`src/rtl/systolic_job_seq_if.sv`:
```
// systolic_job_seq_if: job, array-feed and result bus of the systolic job sequencer.
// master modport: job source plus array side (drives valid, a, b, c_arr).
// slave modport : sequencer side (drives ready, sys_clr, sys_en, lanes, c, done, busy).
// valid/ready   : job handshake; a/b carry the operand matrices, W bits per element
// sys_clr/sys_en: accumulator clear and advance enable for the array
// a_lanes/b_lanes: skewed operand streams, one W-bit lane per array row/column
// c_arr         : live array result; c: captured result; done: capture pulse; busy: job in flight
interface systolic_job_seq_if #(
    parameter int W = 32,
    parameter int N = 3
);
    logic                 valid;
    logic                 ready;
    logic [W*N*N-1:0]     a;
    logic [W*N*N-1:0]     b;
    logic                 sys_clr;
    logic                 sys_en;
    logic [W*N-1:0]       a_lanes;
    logic [W*N-1:0]       b_lanes;
    logic [2*W*N*N-1:0]   c_arr;
    logic [2*W*N*N-1:0]   c;
    logic                 done;
    logic                 busy;
    modport master (
        output valid, a, b, c_arr,
        input  ready, sys_clr, sys_en, a_lanes, b_lanes, c, done, busy
    );
    modport slave (
        input  valid, a, b, c_arr,
        output ready, sys_clr, sys_en, a_lanes, b_lanes, c, done, busy
    );
endinterface

```
`src/rtl/systolic_job_seq.sv`:
```
// systolic_job_seq: job sequencer for an NxN output-stationary systolic multiplier.
// Latches one A/B pair per job, clears the array, streams skewed operands, drains
// the pipeline, captures the product matrix and pulses done.
// i_clk : clock, rising edge
// i_rst : synchronous active-high reset, aborts any job in flight
// bus   : slave side of systolic_job_seq_if (handshake, array feed, result capture)
module systolic_job_seq #(
    parameter int W         = 32,
    parameter int N         = 3,
    parameter int DRAIN_CYC = N
) (
    input  logic               i_clk,
    input  logic               i_rst,
    systolic_job_seq_if.slave  bus
);
    localparam int FEED_LEN = 2 * N - 1;
    localparam int CW       = $clog2(FEED_LEN + DRAIN_CYC) + 1;

    typedef enum logic [2:0] {IDLE, CLEAR, FEED, DRAIN, DONE} state_t;

    state_t           st, st_n;
    logic [CW-1:0]    cnt, cnt_n;
    logic [W*N*N-1:0] a_q, b_q;
    logic [W*N-1:0]   a_n, b_n;

    always_ff @(posedge i_clk) begin
        if (i_rst) begin
            st  <= IDLE;
            cnt <= '0;
        end else begin
            st  <= st_n;
            cnt <= cnt_n;
        end
    end

    // The counter restarts on every state change and holds at 0 while idle,
    // so it never wraps.
    always_comb begin
        st_n = st;
        case (st)
            IDLE:    st_n = bus.valid ? CLEAR : IDLE;
            CLEAR:   st_n = FEED;
            FEED:    st_n = (cnt == CW'(FEED_LEN - 1)) ? DRAIN : FEED;
            DRAIN:   st_n = (cnt == CW'(DRAIN_CYC - 1)) ? DONE : DRAIN;
            default: st_n = IDLE;
        endcase
        cnt_n = (st_n != st || st == IDLE) ? '0 : cnt + 1'b1;
    end

    // Skew: at feed step t, row lane i carries A[i][t-i] and column lane j
    // carries B[t-j][j]. Decoded from next state/count so the registered lanes
    // line up with the state they belong to.
    always_comb begin
        a_n = '0;
        b_n = '0;
        for (int i = 0; i < N; i++) begin
            for (int k = 0; k < N; k++) begin
                if (st_n == FEED && cnt_n == CW'(i + k)) begin
                    a_n[i*W +: W] = a_q[(i*N+k)*W +: W];
                    b_n[i*W +: W] = b_q[(k*N+i)*W +: W];
                end
            end
        end
    end

    always_ff @(posedge i_clk) begin
        if (i_rst) begin
            a_q         <= '0;
            b_q         <= '0;
            bus.c       <= '0;
            bus.sys_clr <= 1'b0;
            bus.sys_en  <= 1'b0;
            bus.a_lanes <= '0;
            bus.b_lanes <= '0;
        end else begin
            if (st == IDLE && bus.valid) begin
                a_q <= bus.a;
                b_q <= bus.b;
            end
            if (st_n == DONE)
                bus.c <= bus.c_arr;
            bus.sys_clr <= st_n == CLEAR;
            bus.sys_en  <= st_n == FEED || st_n == DRAIN;
            bus.a_lanes <= a_n;
            bus.b_lanes <= b_n;
        end
    end

    assign bus.ready = st == IDLE;
    assign bus.busy  = st != IDLE;
    assign bus.done  = st == DONE;
endmodule

```
`src/flat_wrapper.sv`:
```
// flat-port wrapper written by rule: the top's interface ports become plain ports
module systolic_job_seq_flat 
#(
    parameter int W         = 32,
    parameter int N         = 3,
    parameter int DRAIN_CYC = N
)
  (i_clk, i_rst, bus_valid, bus_a, bus_b, bus_c_arr, bus_ready, bus_sys_clr, bus_sys_en, bus_a_lanes, bus_b_lanes, bus_c, bus_done, bus_busy);
  systolic_job_seq_if #(.W(W), .N(N)) bus_i ();
  input  logic i_clk;
  input  logic i_rst;
  input wire logic [$bits(bus_i.valid)-1:0] bus_valid;
  input wire logic [$bits(bus_i.a)-1:0] bus_a;
  input wire logic [$bits(bus_i.b)-1:0] bus_b;
  input wire logic [$bits(bus_i.c_arr)-1:0] bus_c_arr;
  output wire logic [$bits(bus_i.ready)-1:0] bus_ready;
  output wire logic [$bits(bus_i.sys_clr)-1:0] bus_sys_clr;
  output wire logic [$bits(bus_i.sys_en)-1:0] bus_sys_en;
  output wire logic [$bits(bus_i.a_lanes)-1:0] bus_a_lanes;
  output wire logic [$bits(bus_i.b_lanes)-1:0] bus_b_lanes;
  output wire logic [$bits(bus_i.c)-1:0] bus_c;
  output wire logic [$bits(bus_i.done)-1:0] bus_done;
  output wire logic [$bits(bus_i.busy)-1:0] bus_busy;
  assign bus_i.valid = bus_valid;
  assign bus_i.a = bus_a;
  assign bus_i.b = bus_b;
  assign bus_i.c_arr = bus_c_arr;
  assign bus_ready = bus_i.ready;
  assign bus_sys_clr = bus_i.sys_clr;
  assign bus_sys_en = bus_i.sys_en;
  assign bus_a_lanes = bus_i.a_lanes;
  assign bus_b_lanes = bus_i.b_lanes;
  assign bus_c = bus_i.c;
  assign bus_done = bus_i.done;
  assign bus_busy = bus_i.busy;
  systolic_job_seq #(.W(W), .N(N), .DRAIN_CYC(DRAIN_CYC)) u_core (.i_clk(i_clk), .i_rst(i_rst), .bus(bus_i));
endmodule
```
`config.mk`:
```
export PLATFORM = sky130hd
export DESIGN_NAME = systolic_job_seq_flat
export DESIGN_NICKNAME = d
export VERILOG_FILES = /design/src/rtl/systolic_job_seq_if.sv /design/src/rtl/systolic_job_seq.sv /design/src/flat_wrapper.sv
export SDC_FILE = /design/constraint.sdc
export NUM_CORES = 2
export LEC_CHECK = 0
export BUFFER_PORTS_ARGS = -buffer_cell sky130_fd_sc_hd__buf_2
export CORE_AREA = 5 5 756 758
export CTS_BUF_LIST = sky130_fd_sc_hd__clkbuf_8
export CTS_CLUSTER_DIAMETER = 80
export DETAILED_ROUTE_END_ITERATION = 10
export DIE_AREA = 0 0 761 763
export PLACE_DENSITY = 0.35
export SYNTH_ARGS = -nofsm -noshare
export SYNTH_HDL_FRONTEND = slang
export SYNTH_SLANG_ARGS = --single-unit
```
`constraint.sdc`:
```
create_clock -name i_clk -period 2.4 [get_ports i_clk]
set_input_delay 0.48 -clock i_clk [delete_from_list [all_inputs] [get_ports i_clk]]
set_output_delay 0.48 -clock i_clk [all_outputs]
set_load 0.005 [all_outputs]
```
==> flow_summary.toml <==
[outcome]
outcome = "finished, violations left"
violations = "negative setup slack"

[power]
p_comb_share_pct = 12.5
power.density_nw_per_um2 = 656.1
power.switching_w = 0.01707
vdd_ir_drop_max_v = 0.0003691
clockPowerShare_pct = 47.2
p_seq_share_pct = 40.3
internal_power_w = 0.04149
totalPowerFinal_w = 0.05856
switching_share_pct = 29.15
leakagePower_nw = 35.75

[detailed_routing]
postRouteAntennaNets = 0
wirelength_um = 433000
firstDrtPassIters = 5
avgViaCountPerCell = 3.292
avgRoutedWirePerCell_um = 25.12
drt-initial-drc-count = 2872
drc = 0
via_count = 56750

[global_route]
antenna_found_initial = 296
overflow = 0
grt_pass1_vias = 59130
grt_max_degree = 145
grt_pass1_wl_um = 556700
grt.total_usage_pct = 14.04

[floorplan]
num_io_pins = 1928
initial_utilization_pct = 8.565
fp.dieH_um = 763
die_x_um = 761
core_um2 = 563600
num_rows = 276
die_area_um2 = 580600

[setup_path]
path_cells = "buf_6, nor3_4, buf_6, buf_4, buf_6, and2_4, buf_12, buf_12, buf_16, nand2_1, dlygate4sd3_1, a21oi_1"
critPathRequiredTime_ns = 3.37
crit_path_start_kind = "flip-flop"
crit_arrival_ns = 3.40
crit_family = "buffers and inverters"
criticalPathCategory = "reg -> reg"
crit_path_end_kind = "flip-flop"
cp_max_fo = 9
slowest_delay_ns = 0.55
cp_common_cell = "buf_6"
slowest_stage = "dlygate4sd3_1"
critPathBufInv = 8

[sta]
tns_ns = -0.08227
post-route-period-util_pct = 101.3
drv_slew = 0
tightestPinTransition_ns = 1.026
hold_viol_final = 0
rsz0062_at_grt = "true"
relSlewSlack_pct = 31.57
fin_ws_ns = -0.03224
fin_skew_ns = 0.07264
max_freq_ghz = 0.4111
fin_crit_ns = 2.432
setup_viol = 6

[run]
drv_cap = 0

[clock_tree]
numCtsBuffers = 303
clk_pin_slew_ns = 0.06
insertion_delay_ns = 1.07
cts_tree = "done"
clock-sinks = 1353
h-tree-depth = 5
clk_path_buf_depth = 4
root_buffer = "clkbuf_8"

[placement]
dp_hpwl_um = 349900
gp_congestion = 0.9671
io_buffer_count = 1927
place_ws_ns = -0.04483

[cells_and_area]
final_common_cell = "nand2_1"
layout-drive-gt1-share_pct = 29.34
final_util_pct = 15.84
final_cell_mix = "2420 x nand2_1, 1901 x buf_2, 1312 x dfxtp_1, 1257 x dlygate4sd3_1, 1133 x a21oi_1"
fin_nets = 10570
syn_to_final_growth_pct = 84.91

[worst_hold_path]
hold_class = "in -> reg"

[logic_synthesis]
yosys_warnings = 0
yosys_most_used_dff = "dfxtp_1"
seq_area_frac_synth_pct = 56.11
synth_edf_count = 0
synth-seq-cells = 1353
synthArstFlopShare_pct = 0
synthCells = 6069
synth_area_per_cell_um2 = 7.954
synth.net_count = 7227
syn_area_um2 = 48270
yosysUniqueCellTypes = 38
==> sequential cells by signal, summed over array words and instances (netlist names) <==
name,count
u_core.bus.c,576
u_core.a_q,288
u_core.b_q,288
u_core.bus.a_lanes,96
u_core.bus.b_lanes,96
u_core.cnt,4
u_core.st,3
u_core.bus.sys_clr,1
u_core.bus.sys_en,1
==> Yosys cell counts (13+ instances only) <==
library cell  number  share of area, %
dfxtp_1         1353                56
buf_1             15              0.12
a211oi_1          60              0.93
buf_2             70              0.73
nor3_1            13              0.13
o22ai_1           64              0.83
a21oi_1         1166                12
mux2i_1           64               1.3
nand2_1         2437                19
o311a_1           64               1.3
o21ai_0           67              0.69
nor2b_1           69              0.89
nor2_1            62              0.48
o21ai_2           20              0.36
inv_1             65              0.51
clkbuf_1         398               3.1
o41ai_1           33              0.60
==> path summary, 6_finish.rpt <==
check                       start                      to  slack (ns)  cells after the start
setup reg to reg     u_core.st[0]           u_core.a_q[4]       -0.03                     12
setup / recovery     u_core.st[0]           u_core.a_q[4]       -0.03                     12
hold / removal         bus_a[206]         u_core.a_q[206]        0.23                      4
hold reg to reg   u_core.b_q[274]  u_core.bus.b_lanes[82]        0.41                      2
==> power groups by stage <==
stage / combinational, W / sequential, W / clock, W
5_1_grt: 0.00793 / 0.0237 / 0.0300
3_5_place_dp: 0.00507 / 0.0241 / 0
3_3_place_gp: 0.00508 / 0.0241 / 0
6_report: 0.00732 / 0.0236 / 0.0276
2_1_floorplan: 0.00210 / 0.0239 / 0
4_1_cts: 0.00723 / 0.0236 / 0.0292
==> logic make-up (layout without fill, tap and decap cells) <==
| logic type | after synthesis | after routing | synth area share, % |
|---|---|---|---|
| adders and majority gates | 3 | 3 | 0.07777 |
| muxes | 64 | 64 | 1.327 |
| and+or+nand+nor | 2602 | 2603 | 20.79 |
| other | 0 | 92 | 0 |
| xor gates and xnor gates | 4 | 4 | 0.07257 |
| AOI/OAI and AO/OA | 1488 | 1488 | 17.02 |
| buffers and inverters | 555 | 4124 | 4.598 |
| DFF | 1353 | 1353 | 56.11 |
==> tightest hold or removal path, cell delays in order <==
cell	delay, ns
dlygate4sd3_1	0.53
buf_2	0.12
nand2_1	0.05
a21oi_1	0.05
==> layer usage <==
| metal | GRT usage [%] | share of wire (%) |
|---|---|---|
| met5 | 0 | 0.091 |
| met4 | 4.929 | 4.4 |
| met3 | 4.340 | 7.3 |
| met2 | 24.30 | 48 |
| met1 | 16.28 | 40 |
==> stage by stage <==
stage / hold WS (ns) / instance area, um^2 / cells
detailed placement: 0.4385 / 68710 / 15290
floorplan: 0.4194 / 48370 / 6069
global route: 0.06532 / 89130 / 17190
CTS: 0.0001505 / 88080 / 17110
finish: 0.2344 / 89260 / 17240
global placement: 0.4354 / 68710 / 15290
==> timing repair <==
item	CTS	global route
pin swaps	4	9
endpoints found under the setup margin	113	303
gates resized for setup	101	120
cloned	0	10
hold buffers	1285	0
hold endpoints to repair	1155	0
setup buffers	7	32
==> layout make-up <==
| type | count | area [um^2] |
|---|---|---|
| antenna | 92 | 230.2 |
| clock buffer | 365 | 5024 |
| clock inverter | 166 | 1167 |
| fill | 64860 | 474300 |
| inverter | 65 | 244.0 |
| multi-input combinational | 4162 | 19440 |
| sequential | 1353 | 27170 |
| tap | 7506 | 9392 |
| timing repair buffer | 3528 | 26590 |
Power figures use the tool's default switching activity.
